File: src/rtl/chess_scan_pkg.sv
// -----------------------------------------------------------------------------
// chess_scan_pkg
// Shared definitions for the chess board sensor-matrix scanner:
//   - board geometry (rows, columns, squares) and index widths
//   - scan FSM state encoding
//   - sq_index(): flat square index row*8+col used for the occupancy maps
// -----------------------------------------------------------------------------
package chess_scan_pkg;

    localparam int NUM_ROWS    = 8;
    localparam int NUM_COLS    = 8;
    localparam int NUM_SQUARES = NUM_ROWS * NUM_COLS;

    localparam int ROW_W = $clog2(NUM_ROWS);
    localparam int COL_W = $clog2(NUM_COLS);
    localparam int SQ_W  = $clog2(NUM_SQUARES);

    typedef enum logic [2:0] {
        ST_IDLE      = 3'd0,
        ST_DRIVE     = 3'd1,
        ST_SAMPLE    = 3'd2,
        ST_BLANK     = 3'd3,
        ST_FRAME_END = 3'd4
    } scan_state_t;

    // With 8 columns, row*8+col is a plain concatenation of the two fields.
    function automatic logic [SQ_W-1:0] sq_index(input logic [ROW_W-1:0] row,
                                                 input logic [COL_W-1:0] col);
        return {row, col};
    endfunction

endpackage

File: src/rtl/chess_scan_sequencer_if.sv
// -----------------------------------------------------------------------------
// chess_scan_sequencer_if
// Bundles the scanner's board-side and downstream-side signals.
//   enable        host -> scanner   1 = scan continuously, 0 = stop at frame end
//   col_in[7:0]   board -> scanner  column sense lines, active-low
//   row_addr[2:0] scanner -> board  row address to the 3:8 decoder
//   row_addr_en   scanner -> board  decoder enable, active-low
//   sensor_state  scanner -> logic  debounced occupancy, bit row*8+col
//   changed_mask  scanner -> logic  squares that flipped at the last frame end
//   change        scanner -> logic  one-cycle pulse, changed_mask non-zero
//   frame_done    scanner -> logic  one-cycle pulse per completed frame
//   busy          scanner -> logic  scanner not idle
// master = the side driving enable/col_in; slave = the scanner itself.
// -----------------------------------------------------------------------------
interface chess_scan_sequencer_if;
    import chess_scan_pkg::*;

    logic                   enable;
    logic [NUM_COLS-1:0]    col_in;
    logic [ROW_W-1:0]       row_addr;
    logic                   row_addr_en;
    logic [NUM_SQUARES-1:0] sensor_state;
    logic [NUM_SQUARES-1:0] changed_mask;
    logic                   change;
    logic                   frame_done;
    logic                   busy;

    modport master (
        output enable,
        output col_in,
        input  row_addr,
        input  row_addr_en,
        input  sensor_state,
        input  changed_mask,
        input  change,
        input  frame_done,
        input  busy
    );

    modport slave (
        input  enable,
        input  col_in,
        output row_addr,
        output row_addr_en,
        output sensor_state,
        output changed_mask,
        output change,
        output frame_done,
        output busy
    );

endinterface

File: src/rtl/chess_scan_sequencer_debouncer.sv
// -----------------------------------------------------------------------------
// square_debouncer
// Frame-rate debouncer for one board square. On every i_update pulse (one per
// completed frame) the latest raw sample is compared with the stable value; the
// stable value flips only after DEBOUNCE_SCANS consecutive disagreeing frames.
//   clk, rst     clock, asynchronous active-high reset
//   i_update     one-cycle pulse at frame end
//   i_raw        raw occupancy sampled during the frame (1 = piece)
//   o_stable     debounced occupancy
//   o_flipped    o_stable flipped at the last update; held until the next one
//   o_flip_next  combinational: this update will flip o_stable, so the parent
//                can register a change pulse aligned with o_flipped
// -----------------------------------------------------------------------------
module square_debouncer
    import chess_scan_pkg::*;
#(
    parameter int DEBOUNCE_SCANS = 3
) (
    input  logic clk,
    input  logic rst,
    input  logic i_update,
    input  logic i_raw,
    output logic o_stable,
    output logic o_flipped,
    output logic o_flip_next
);

    localparam int CNT_W = $clog2(DEBOUNCE_SCANS + 1);
    localparam logic [CNT_W-1:0] CNT_LAST = CNT_W'(DEBOUNCE_SCANS - 1);
    localparam logic [CNT_W-1:0] CNT_MAX  = CNT_W'(DEBOUNCE_SCANS);

    logic [CNT_W-1:0] r_count;
    logic             r_stable;
    logic             r_flipped;

    logic             w_differs;
    logic             w_flip;
    logic [CNT_W-1:0] w_count_next;

    assign w_differs = (i_raw != r_stable);
    // This disagreeing frame is the DEBOUNCE_SCANS-th in a row.
    assign w_flip    = w_differs && (r_count >= CNT_LAST);

    always_comb begin
        w_count_next = r_count;
        if (!w_differs || w_flip) begin
            w_count_next = '0;
        end else if (r_count != CNT_MAX) begin
            w_count_next = r_count + 1'b1;
        end
    end

    always_ff @(posedge clk or posedge rst) begin
        if (rst) begin
            r_count   <= '0;
            r_stable  <= 1'b0;
            r_flipped <= 1'b0;
        end else if (i_update) begin
            r_count   <= w_count_next;
            r_stable  <= r_stable ^ w_flip;
            r_flipped <= w_flip;
        end
    end

    assign o_stable    = r_stable;
    assign o_flipped   = r_flipped;
    assign o_flip_next = i_update && w_flip;

endmodule

File: src/rtl/chess_scan_sequencer.sv
// -----------------------------------------------------------------------------
// chess_scan_sequencer
// Sole owner of the chess board row decoder. Each row is driven for
// SETTLE_CYCLES, its columns are sampled once, then the decoder is disabled
// for one cycle (break-before-make) before the next row. After row 7 a single
// FRAME_END cycle hands the raw frame to 64 square debouncers, which publish
// sensor_state / changed_mask together with frame_done and change one cycle
// later.
//   clk            system clock
//   rst            asynchronous, active-high reset
//   bus (slave)    enable, col_in in; row_addr, row_addr_en, sensor_state,
//                  changed_mask, change, frame_done, busy out
// Parameters:
//   SETTLE_CYCLES  cycles a row is driven before sampling (>=1)
//   DEBOUNCE_SCANS consecutive disagreeing frames before a square flips (>=1)
// -----------------------------------------------------------------------------
module chess_scan_sequencer
    import chess_scan_pkg::*;
#(
    parameter int SETTLE_CYCLES  = 1000,
    parameter int DEBOUNCE_SCANS = 3
) (
    input logic                   clk,
    input logic                   rst,
    chess_scan_sequencer_if.slave bus
);

    localparam int SETTLE_W = (SETTLE_CYCLES > 1) ? $clog2(SETTLE_CYCLES) : 1;
    localparam logic [SETTLE_W-1:0] SETTLE_LAST = SETTLE_W'(SETTLE_CYCLES - 1);
    localparam logic [ROW_W-1:0]    LAST_ROW    = ROW_W'(NUM_ROWS - 1);

    scan_state_t            r_state;
    scan_state_t            w_next_state;
    logic [SETTLE_W-1:0]    r_settle;
    logic [SETTLE_W-1:0]    w_settle_next;
    logic [ROW_W-1:0]       r_row;
    logic [ROW_W-1:0]       w_row_next;
    logic                   r_row_addr_en;
    logic                   w_row_addr_en_next;
    logic                   r_busy;
    logic                   w_busy_next;
    logic [NUM_SQUARES-1:0] r_raw;

    logic                   w_update;
    logic [NUM_SQUARES-1:0] w_stable;
    logic [NUM_SQUARES-1:0] w_flipped;
    logic [NUM_SQUARES-1:0] w_flip_next;

    logic                   r_frame_done_p1;
    logic                   r_change_p1;

    // Scan FSM: next state plus the decoder controls it implies. The decoder
    // outputs are registered from the next state so they line up exactly with
    // the state and come straight off flops.
    always_comb begin
        w_next_state  = r_state;
        w_settle_next = r_settle;
        w_row_next    = r_row;

        unique case (r_state)
            ST_IDLE: begin
                w_row_next    = '0;
                w_settle_next = '0;
                if (bus.enable) begin
                    w_next_state = ST_DRIVE;
                end
            end
            ST_DRIVE: begin
                if (r_settle == SETTLE_LAST) begin
                    w_next_state = ST_SAMPLE;
                end else begin
                    w_settle_next = r_settle + 1'b1;
                end
            end
            ST_SAMPLE: begin
                w_next_state = ST_BLANK;
            end
            ST_BLANK: begin
                w_settle_next = '0;
                if (r_row == LAST_ROW) begin
                    w_next_state = ST_FRAME_END;
                    w_row_next   = '0;
                end else begin
                    w_next_state = ST_DRIVE;
                    w_row_next   = r_row + 1'b1;
                end
            end
            ST_FRAME_END: begin
                w_settle_next = '0;
                w_row_next    = '0;
                // enable only matters here: a frame in flight always completes.
                w_next_state  = bus.enable ? ST_DRIVE : ST_IDLE;
            end
            default: begin
                w_next_state  = ST_IDLE;
                w_settle_next = '0;
                w_row_next    = '0;
            end
        endcase

        w_row_addr_en_next = !((w_next_state == ST_DRIVE) ||
                               (w_next_state == ST_SAMPLE));
        w_busy_next        = (w_next_state != ST_IDLE);
    end

    always_ff @(posedge clk or posedge rst) begin
        if (rst) begin
            r_state       <= ST_IDLE;
            r_settle      <= '0;
            r_row         <= '0;
            r_row_addr_en <= 1'b1;
            r_busy        <= 1'b0;
        end else begin
            r_state       <= w_next_state;
            r_settle      <= w_settle_next;
            r_row         <= w_row_next;
            r_row_addr_en <= w_row_addr_en_next;
            r_busy        <= w_busy_next;
        end
    end

    // Raw frame capture: sense lines are active-low, occupancy is active-high.
    always_ff @(posedge clk or posedge rst) begin
        if (rst) begin
            r_raw <= '0;
        end else if (r_state == ST_SAMPLE) begin
            r_raw[sq_index(r_row, COL_W'(0)) +: NUM_COLS] <= ~bus.col_in;
        end
    end

    // ---- frame-end stage: per-square debounce ----
    assign w_update = (r_state == ST_FRAME_END);

    for (genvar g = 0; g < NUM_SQUARES; g++) begin : g_square
        square_debouncer #(
            .DEBOUNCE_SCANS (DEBOUNCE_SCANS)
        ) u_square_debouncer (
            .clk         (clk),
            .rst         (rst),
            .i_update    (w_update),
            .i_raw       (r_raw[g]),
            .o_stable    (w_stable[g]),
            .o_flipped   (w_flipped[g]),
            .o_flip_next (w_flip_next[g])
        );
    end

    // ---- p1: cycle after FRAME_END, all published outputs update together ----
    always_ff @(posedge clk or posedge rst) begin
        if (rst) begin
            r_frame_done_p1 <= 1'b0;
            r_change_p1     <= 1'b0;
        end else begin
            r_frame_done_p1 <= w_update;
            r_change_p1     <= |w_flip_next;
        end
    end

    assign bus.row_addr     = r_row;
    assign bus.row_addr_en  = r_row_addr_en;
    assign bus.sensor_state = w_stable;
    assign bus.changed_mask = w_flipped;
    assign bus.change       = r_change_p1;
    assign bus.frame_done   = r_frame_done_p1;
    assign bus.busy         = r_busy;

endmodule
File: src/flat_wrapper.sv
// flat-port wrapper written by rule: the top's interface ports become plain ports
module chess_scan_sequencer_flat import chess_scan_pkg::*;
#(
    parameter int SETTLE_CYCLES  = 1000,
    parameter int DEBOUNCE_SCANS = 3
)
  (clk, rst, bus_enable, bus_col_in, bus_row_addr, bus_row_addr_en, bus_sensor_state, bus_changed_mask, bus_change, bus_frame_done, bus_busy);
  chess_scan_sequencer_if bus_i ();
  input logic clk;
  input logic rst;
  input wire logic [$bits(bus_i.enable)-1:0] bus_enable;
  input wire logic [$bits(bus_i.col_in)-1:0] bus_col_in;
  output wire logic [$bits(bus_i.row_addr)-1:0] bus_row_addr;
  output wire logic [$bits(bus_i.row_addr_en)-1:0] bus_row_addr_en;
  output wire logic [$bits(bus_i.sensor_state)-1:0] bus_sensor_state;
  output wire logic [$bits(bus_i.changed_mask)-1:0] bus_changed_mask;
  output wire logic [$bits(bus_i.change)-1:0] bus_change;
  output wire logic [$bits(bus_i.frame_done)-1:0] bus_frame_done;
  output wire logic [$bits(bus_i.busy)-1:0] bus_busy;
  assign bus_i.enable = bus_enable;
  assign bus_i.col_in = bus_col_in;
  assign bus_row_addr = bus_i.row_addr;
  assign bus_row_addr_en = bus_i.row_addr_en;
  assign bus_sensor_state = bus_i.sensor_state;
  assign bus_changed_mask = bus_i.changed_mask;
  assign bus_change = bus_i.change;
  assign bus_frame_done = bus_i.frame_done;
  assign bus_busy = bus_i.busy;
  chess_scan_sequencer #(.SETTLE_CYCLES(SETTLE_CYCLES), .DEBOUNCE_SCANS(DEBOUNCE_SCANS)) u_core (.clk(clk), .rst(rst), .bus(bus_i));
endmodule
File: config.mk
export PLATFORM = sky130hd
export DESIGN_NAME = chess_scan_sequencer_flat
export DESIGN_NICKNAME = d
export VERILOG_FILES = /design/src/rtl/chess_scan_pkg.sv /design/src/rtl/chess_scan_sequencer_if.sv /design/src/rtl/chess_scan_sequencer_debouncer.sv /design/src/rtl/chess_scan_sequencer.sv /design/src/flat_wrapper.sv
export SDC_FILE = /design/constraint.sdc
export NUM_CORES = 1
export LEC_CHECK = 0
export ABC_AREA = 1
export CAP_MARGIN = 40
export CORE_ASPECT_RATIO = 0.6
export CORE_UTILIZATION = 50
export CTS_CLUSTER_SIZE = 8
export DETAILED_ROUTE_END_ITERATION = 7
export PLACE_DENSITY = 0.74
export SLEW_MARGIN = 15
export SYNTH_ARGS = -nofsm -noshare
export SYNTH_HDL_FRONTEND = slang
export SYNTH_SLANG_ARGS = --single-unit
File: constraint.sdc
create_clock -name clk -period 16.65 [get_ports clk]
set_input_delay 3.33 -clock clk [delete_from_list [all_inputs] [get_ports clk]]
set_output_delay 3.33 -clock clk [all_outputs]
set_load 0.02 [all_outputs]
Yosys cells after proc, flatten, opt, wreduce, memory -nomap -nowiden

Index checks and enable logic that the tools add are counted.
W data, S select, Z words.

Logic and storage cells: 1065
Memories kept: 0
Bits in latches: 0
Input port bits: 11
Memory bits (read-only): 0
Flip-flop bits (word level): 340
Bits in writable memories: 0
Output and inout port bits: 135

Reductions and logical operators: 391
Eq/ne operators: 137
Magnitude comparators: 64
Divide/modulo/power cells: 0
Mux-type cells: 138
$add $sub $neg: 67
Bitwise operators: 66
Multiply operators: 0
Shifts and indexed selects: 2

Operators with widths:

| kind                     | count |
|---|---|
| $mux W2                  | 128 |
| $ne A2 B2 Y1 const B     | 65 |
| $reduce_and A2 Y1        | 65 |
| $add A2 B1 Y2 const B    | 64 |
| $ge A2 B2 Y1 const B     | 64 |
| $logic_and A1 B1 Y1      | 128 |
| $reduce_bool A2 Y1       | 64 |
| $logic_not A1 Y1         | 65 |
| $logic_or A1 B1 Y1       | 65 |
| $bwmux W64               | 1 |
| $ne A1 B1 Y1             | 64 |
| $reduce_or A64 Y1        | 1 |
| $shift A8 B8 Y64 const A | 1 |
| $shiftx A8 B8 Y64        | 1 |
| $xor A1 B1 Y1            | 64 |
| $pmux W10 S2             | 1 |
| $pmux W3 S5              | 1 |
| $mux W3                  | 4 |
| $add A10 B1 Y10 const B  | 1 |
| $eq A10 B10 Y1 const B   | 1 |
| $mux W10                 | 1 |
| $eq A3 B2 Y1 const B     | 3 |
| $neg A6 Y8               | 1 |
| $not A8 Y8               | 1 |
| other kinds (9)          | 11 |

Depth between registers and ports, before layout

Gate-level depths: netlist of run 1.

Word-level depth: 6
Mapped depth: 12
Depth with buffers taken out: 12

Cells and area by module

A second synthesis of run 1 with hierarchy kept.

Cell total of the unflattened synthesis: 2431
Area total of the unflattened synthesis: 18636.6 um^2

Modules (own cells, without submodules):

| module                                                        | seq. area each (um^2) | instances | cells each | area an instance (um^2) |
|---|---|---|---|---|
| square_debouncer at u_core.g_square[0].u_square_debouncer ... | 100.1                 | 62        | 31         | 230.2 |
| chess_scan_sequencer                                          | 2103.3                | 1         | 445        | 3890.0 |
| square_debouncer at u_core.g_square[7].u_square_debouncer ... | 100.1                 | 2         | 32         | 236.5 |

Worst setup path before layout of run 1

Ideal clock, no wire load.

Kind: input to register
Start: input bus_col_in[2]
End: register u_core.r_raw[10]
Setup slack: 12.758 ns
Stages on the path: 3
Arrival: 3.809 ns
Setup time: 0.083 ns
Data required time: 16.567 ns
Path buffers: 0
Path through: nor3_1 > nand2_1 > o21ai_0

Cells in the longest elaborated chain, start to end: 3

Ends and longest elaborated chain:

| item                           | line                        | source |
|---|---|---|
| start: declaration             | flat_wrapper.sv:12          | `input wire logic [$bits(bus_i.col_in)-1:0] bus_col_in;` |
| $not A8 Y8                     | chess_scan_sequencer.sv:127 | `r_raw[sq_index(r_row, COL_W'(0)) +: NUM_COLS] <= ~bus.col_in;` |
| $shiftx A8 B8 Y64              | chess_scan_sequencer.sv:127 |  |
| $bwmux W64                     | chess_scan_sequencer.sv:127 |  |
| end signal: indexed assignment | chess_scan_sequencer.sv:127 |  |
| end: declaration               | chess_scan_sequencer.sv:42  | `logic [NUM_SQUARES-1:0] r_raw;` |

No other way between the ends.
A chain may end at the register's enable or synchronous reset.

Worst setup path after layout of run 1

Start: register u_core.r_row[0] (netlist: u_core.bus.row_addr[0])
End: output bus_row_addr[0]

RTL lines:

| item                     | line                        | source |
|---|---|---|
| start: declaration       | chess_scan_sequencer.sv:36  | `logic [ROW_W-1:0] r_row;` |
| start signal: assignment | chess_scan_sequencer.sv:116 | `r_row <= w_row_next;` |
| end: declaration         | flat_wrapper.sv:13          | `output wire logic [$bits(bus_i.row_addr)-1:0] bus_row_addr;` |

No word-level cell between the ends.

==> results.sh, run 1 <==
export IMPL_multi_input_area_sq_mm=0.00796
export IMPL_synth_mux_area_share_pct=2.80
export IMPL_cpLargestDelayFamily="buffers and inverters"
export IMPL_cts_sinks=340
export IMPL_drcViolationCount=0
export IMPL_core_rowCount=54
export IMPL_rrSetupSlack_ns=13.67
export IMPL_vias=13600
export IMPL_whs_ns=0.481
export IMPL_synth_compound_area_share_pct=10.7
export IMPL_first_pass_iters=6
export IMPL_synth_top_area_share_pct=45.8
export IMPL_worstSetupPathType="reg -> out"
export IMPL_synth_top_family_by_area="simple AND/OR/NAND/NOR gates"
export IMPL_p_int_w=0.00135
export IMPL_r2r_start="u_core.r_state[2]"
export IMPL_period_needed_ns=5.10
export IMPL_hold_viol_final=0
export IMPL_p_total_w=0.00172
export IMPL_cts_tree="done"
export IMPL_sequentialPowerShare_pct=48.3
export IMPL_final_common_cell="dfrtp_1"
export IMPL_clockPowerShare_pct=50.3
export IMPL_grt_pass1_wl_mm=68.2
export IMPL_clock_path_buffers=3
export IMPL_die_area_sq_mm=0.0378
export IMPL_core_area_sq_mm=0.0364
export IMPL_synth_fp_nets=2188
export IMPL_cts_hold_buf=0
export IMPL_place_congestion=0.927
export IMPL_mostFrequentLayoutCells="dfrtp_1 (338), nand2_1 (265), inv_1 (235)"
export IMPL_ir_drop_v=0.0000638
export IMPL_fin_crit_sh_pct=30.6
export IMPL_drt_iter0_markers=827
export IMPL_antenna_found_initial=0
export IMPL_p_per_area_mw_per_mm2=82.6
export IMPL_die_h_microns=151
export IMPL_synth_xor_xnor_area_share_pct=2.93
export IMPL_slew_headroom_pct=26.0
export IMPL_worstHoldPathType="reg -> reg"
export IMPL_yosys_area_top_type="dfrtp_1"
export IMPL_dp_hpwl_mm=29.8
export IMPL_hold_depth=2
export IMPL_path_cells="clkdlybuf4s50_1"
export IMPL_yosys_area_share_simple_pct=17.4
export IMPL_combPwrFrac_pct=1.4
export IMPL_maxCapViolCount=0
export IMPL_synth_flop_cell="dfrtp_1"
export IMPL_layout_drive_gt1_share_pct=9.61
export IMPL_root_buffer="clkbuf_16"
export IMPL_leakagePower_nw=9.95
export IMPL_fillerInstances=3035
export IMPL_slew_violations=0
export IMPL_critPathLaunchType="flip-flop"
export IMPL_rsz0062_at_grt="false"
export IMPL_cp_data_required_time_ns=13.32
export IMPL_yosysWarnings=0
export IMPL_netlist_cell_type_count=32
export IMPL_clk_latency_ns=0.54
export IMPL_grt_use_total_pct=22.7
export IMPL_max_stage_delay_ns=0.73
export IMPL_numCtsBuffers=48
export IMPL_post_cts_resized=0
export IMPL_grt_pass1_vias=13500
export IMPL_min_from="u_core.g_square[22].u_square_debouncer.o_flipped"
export IMPL_rr_worst_depth=11
export IMPL_path_buf_inv=1
export IMPL_diodes=0
export IMPL_synth_area_sq_mm=0.0185
export IMPL_ios=146
export IMPL_die_x_microns=250
export IMPL_grt_max_degree=192
export IMPL_outcome="finished clean"
export IMPL_p_sw_share_pct=21.1
export IMPL_initial_core_util_pct=50.9
export IMPL_ff_latch_area_sq_mm=0.00851
export IMPL_post_cts_buffers=0
export IMPL_slowest_stage="clkdlybuf4s50_1"
export IMPL_worst_ep_arrival_time_ns=1.77
export IMPL_netlist_instances=2042
export IMPL_ys_seq_elements=340
export IMPL_critPathMaxFanout=8
export IMPL_synth_area_top_cells="dfrtp_1 (46%), ha_1 (9.1%), o21ai_0 (5.6%)"
export IMPL_clk_pin_slew_worst_paths_ns=0.05
export IMPL_ys_seq_area_share_pct=45.9
export IMPL_wire_per_inst_microns=16.6
export IMPL_worstHoldEndpoint="u_core.g_square[22].u_square_debouncer.o_flipped"
export IMPL_final_nets=2227
export IMPL_routed_wl_mm=42.5
export IMPL_synth_edf_count=0
export IMPL_port_buffers=145
export IMPL_synth_async_reset_ratio_pct=100
export IMPL_final_setup_viol_count=0
export IMPL_grt_overflow_total=0
export IMPL_clock_fmax_ghz=0.196
export IMPL_vias_per_cell=5.28
export IMPL_synth_adder_area_share_pct=9.12
export IMPL_r2r_end="u_core.bus.change"
export IMPL_worstMarginPinSlew_ns=1.11
export IMPL_htree_num_levels=2
export IMPL_clock_skew_ns=0.0143
export IMPL_end_kind="output pin"
export IMPL_syn_to_final_growth_pct=12.1
export IMPL_p_switching_w=0.000362
export IMPL_avgSynthCellArea_sq_um=9.07
export IMPL_ant_nets=0
export IMPL_fin_setup_tns_ns=0
stage by stage:
stage | area (sq um) | utilization, % | setup slack, ns | cells
finish | 20800 | 57.0 | 11.55 | 2567
floorplan | 18500 | - | 3.90 | 2042
global route | 20800 | 57.0 | 11.48 | 2567
detailed placement | 19500 | 53.5 | 11.37 | 2507
global placement | 19500 | 53.4 | 11.31 | 2505
CTS | 20800 | 57.0 | 11.55 | 2567
final cells by class:
cell class,count,share of cell area (%)
Timing Repair Buffer,152,7.40
Inverter,237,4.33
Multi-Input combinational cell,1302,38.3
Clock buffer,59,6.08
Sequential cell,340,41.0
Tap cell,476,2.87
Clock inverter,1,0.0241
metal layers:
metal / part of all wire (%) / vias to the layer above / GRT usage [%]
met3: 6.0 / 72 / 4.55
met5: 0 / - / 0
met1: 46 / 6531 / 31.1
met2: 45 / 363 / 36.5
li1: - / 6596 / -
met4: 2.4 / 0 / 7.39
cells in the mapped netlist (6+ instances only):
cell type	n
nor3_1	9
inv_1	236
nand2_2	11
buf_2	25
mux2_2	46
or2_2	16
nand4_1	8
ha_1	135
xnor2_1	56
nand2_1	265
nand3b_1	60
nand3_1	121
buf_6	6
nor2_1	201
o21ai_0	209
xor2_1	6
dfrtp_1	339
a21oi_1	21
a21oi_2	54
buf_4	131
o21ai_1	67
kinds of logic (layout without fill, tap and decap cells):
group	Yosys count	count (layout)
simple gates	705	705
buf+inv	400	449
compound gates	354	354
flops	340	340
fa+ha+maj	135	135
xor+xnor	62	62
mux	46	46
worst max path at each step:
stage                                      start                end  depth (start not counted)
after floorplan                              rst          async pin                          1
after global placement                       rst  u_core.r_state[2]                          3
after detailed placement                     rst          async pin                          3
after CTS                 u_core.bus.row_addr[0]    bus_row_addr[0]                          1
after global routing      u_core.bus.row_addr[0]    bus_row_addr[0]                          1
final                     u_core.bus.row_addr[0]    bus_row_addr[0]                          1
power by group through the flow:
| stage | clock network [W] | logic (W) | registers [W] |
|---|---|---|---|
| 5_1_grt | 0.000912 | 0.0000274 | 0.000828 |
| 4_1_cts | 0.000878 | 0.0000247 | 0.000829 |
| 2_1_floorplan | 0 | 0.0000136 | 0.000843 |
| 3_3_place_gp | 0 | 0.0000236 | 0.000842 |
| 6_report | 0.000863 | 0.0000235 | 0.000829 |
| 3_5_place_dp | 0 | 0.0000247 | 0.000842 |
Note: power is estimated with default switching activity, not from simulation.
==> run 2, diff against run 1 <==
==> constraint.sdc (replaced) <==
create_clock -name clk -period 4.8 [get_ports clk]
set_input_delay 0.96 -clock clk [delete_from_list [all_inputs] [get_ports clk]]
set_output_delay 0.96 -clock clk [all_outputs]
set_load 0.02 [all_outputs]
==> results.sh, run 2 (synthesized netlist as in run 1, its figures left out) <==
export IMPL_outcome="finished clean"
export IMPL_clk_pin_slew_worst_paths_ns=0.05
export IMPL_combPwrFrac_pct=1.5
export IMPL_rr_worst_depth=11
export IMPL_final_nets=2234
export IMPL_drcViolationCount=0
export IMPL_grt_pass1_vias=13900
export IMPL_htree_num_levels=2
export IMPL_min_from="u_core.g_square[21].u_square_debouncer.o_flipped"
export IMPL_maxCapViolCount=0
export IMPL_use_met2_pct=38.1
export IMPL_layout_drive_gt1_share_pct=9.92
export IMPL_place_area_sq_mm=0.0196
export IMPL_grt_overflow_total=0
export IMPL_ir_drop_v=0.000224
export IMPL_p_int_w=0.00475
export IMPL_worstHoldEndpoint="u_core.g_square[21].u_square_debouncer.o_flipped"
export IMPL_hold_viol_final=0
export IMPL_core_area_sq_mm=0.0364
export IMPL_worstMarginPinSlew_ns=0.850
export IMPL_vias=13900
export IMPL_clk_latency_ns=0.56
export IMPL_port_buffers=145
export IMPL_dp_hpwl_mm=31.9
export IMPL_worst_slack_ns=1.82
export IMPL_die_area_sq_mm=0.0378
export IMPL_die_h_microns=151
export IMPL_numCtsBuffers=48
export IMPL_rsz0062_at_grt="false"
export IMPL_end_kind="flip-flop"
export IMPL_critPathLaunchType="flip-flop"
export IMPL_syn_to_final_growth_pct=12.5
export IMPL_clock_fmax_ghz=0.335
export IMPL_ant_nets=0
export IMPL_dpl_cell_count=2514
export IMPL_fin_util_pct=57.2
export IMPL_r2r_start="u_core.r_state[2]"
export IMPL_routed_wl_mm=44.6
export IMPL_p_per_area_mw_per_mm2=289
export IMPL_initial_core_util_pct=50.9
export IMPL_leakagePower_nw=9.98
export IMPL_use_met3_pct=4.45
export IMPL_fin_setup_tns_ns=0
export IMPL_vias_per_cell=5.39
export IMPL_p_switching_w=0.00128
export IMPL_wire_per_inst_microns=17.3
export IMPL_clock_path_buffers=3
export IMPL_cts_tree="done"
export IMPL_post_cts_resized=0
export IMPL_cts_hold_buf=0
export IMPL_p_sw_share_pct=21.2
export IMPL_fin_area_sq_mm=0.0208
export IMPL_rrSetupSlack_ns=1.82
export IMPL_fin_cells=2575
export IMPL_grt_use_met1_pct=32.5
export IMPL_multi_input_area_sq_mm=0.00796
export IMPL_fillerInstances=3054
export IMPL_first_pass_iters=5
export IMPL_sequentialPowerShare_pct=47.7
export IMPL_period_needed_ns=2.98
export IMPL_grt_pass1_wl_mm=71.4
export IMPL_worstSetupPathType="reg -> reg"
export IMPL_slew_headroom_pct=43.3
export IMPL_final_common_cell="dfrtp_1"
export IMPL_antenna_found_initial=2
export IMPL_drt_iter0_markers=1021
export IMPL_die_x_microns=250
export IMPL_ios=146
export IMPL_place_congestion=0.899
export IMPL_pre_cts_ws_ns=1.93
export IMPL_clock_skew_ns=0.0115
export IMPL_critPathMaxFanout=28
export IMPL_final_setup_viol_count=0
export IMPL_hold_depth=2
export IMPL_core_rowCount=54
export IMPL_root_buffer="clkbuf_16"
export IMPL_top_usage_layer="met2"
export IMPL_cts_sinks=340
export IMPL_fin_crit_sh_pct=62.2
export IMPL_clockPowerShare_pct=50.8
export IMPL_r2r_end="u_core.bus.change"
export IMPL_worst_ep_arrival_time_ns=3.47
export IMPL_grt_use_total_pct=23.9
export IMPL_ff_latch_area_sq_mm=0.00851
export IMPL_mostFrequentLayoutCells="dfrtp_1 (338), nand2_1 (265), inv_1 (235)"
export IMPL_slew_violations=0
export IMPL_grt_max_degree=103
export IMPL_post_cts_buffers=0
export IMPL_worstHoldPathType="reg -> reg"
export IMPL_cp_data_required_time_ns=5.29
run 2: cell count changes in the layout (fill, tap and decap cells not counted):
| cell | previous run | this run |
|---|---|---|
| diode_2 | 0 | 2 |
| bufinv_16 | 0 | 1 |
| clkbuf_1 | 10 | 9 |
| clkinvlp_4 | 0 | 1 |
| inv_8 | 1 | 0 |
| clkinv_2 | 1 | 0 |
| buf_12 | 1 | 3 |
| buf_4 | 5 | 11 |
| buf_16 | 1 | 0 |
run 2: layer usage:
layer  up-vias  wire length (microns)
met3        97                   2610
li1       6612                      -
met2       389                  20200
met5         -                      0
met1      6778                  20300
met4         0                   1450
run 2: power groups by stage:
stage	Clock [W]	Combinational (W)	Sequential (W)
floorplan	0	0.0000475	0.00292
CTS	0.00311	0.0000927	0.00287
finish	0.00306	0.0000887	0.00287
detailed placement	0	0.0000923	0.00292
global route	0.00324	0.000102	0.00287
global placement	0	0.0000896	0.00292
run 2: stage by stage:
stage	power [W]	hold WS, ns
finish	0.00602	0.481
global route	0.00621	0.505
CTS	0.00607	0.480
detailed placement	0.00301	0.466
global placement	0.00301	0.472
floorplan	0.00297	0.450
run 2: worst max-delay path: stages, from the launching register on:
cell     delay (ns)
dfrtp_2        0.90
buf_4          0.46
inv_1          0.17
nor2_4         0.57
nand2_1        0.21
nor2_1         0.14
nor2_1         0.05
nand2_1        0.07
nor2_1         0.06
nand2_1        0.09
nor2_1         0.07
nand2_1        0.06
run 2: worst max-delay path by stage:
stage	cells after the start	end	start
4_1_cts	11	u_core.bus.change	u_core.r_state[2]
6_report	11	u_core.bus.change	u_core.r_state[2]
5_1_grt	11	u_core.bus.change	u_core.r_state[2]
2_1_floorplan	1	async pin	rst
3_5_place_dp	11	u_core.bus.change	u_core.r_state[2]
3_3_place_gp	6	u_core.r_raw[56]	u_core.r_state[2]
run 2: area by class of cell:
type,instances,share of cell area (%)
multi-input combinational,1302,38.2
inverter,237,4.30
antenna,2,0.0240
clock buffer,58,6.04
clock inverter,1,0.144
tap,476,2.86
sequential,340,40.8
timing repair buffer,159,7.65
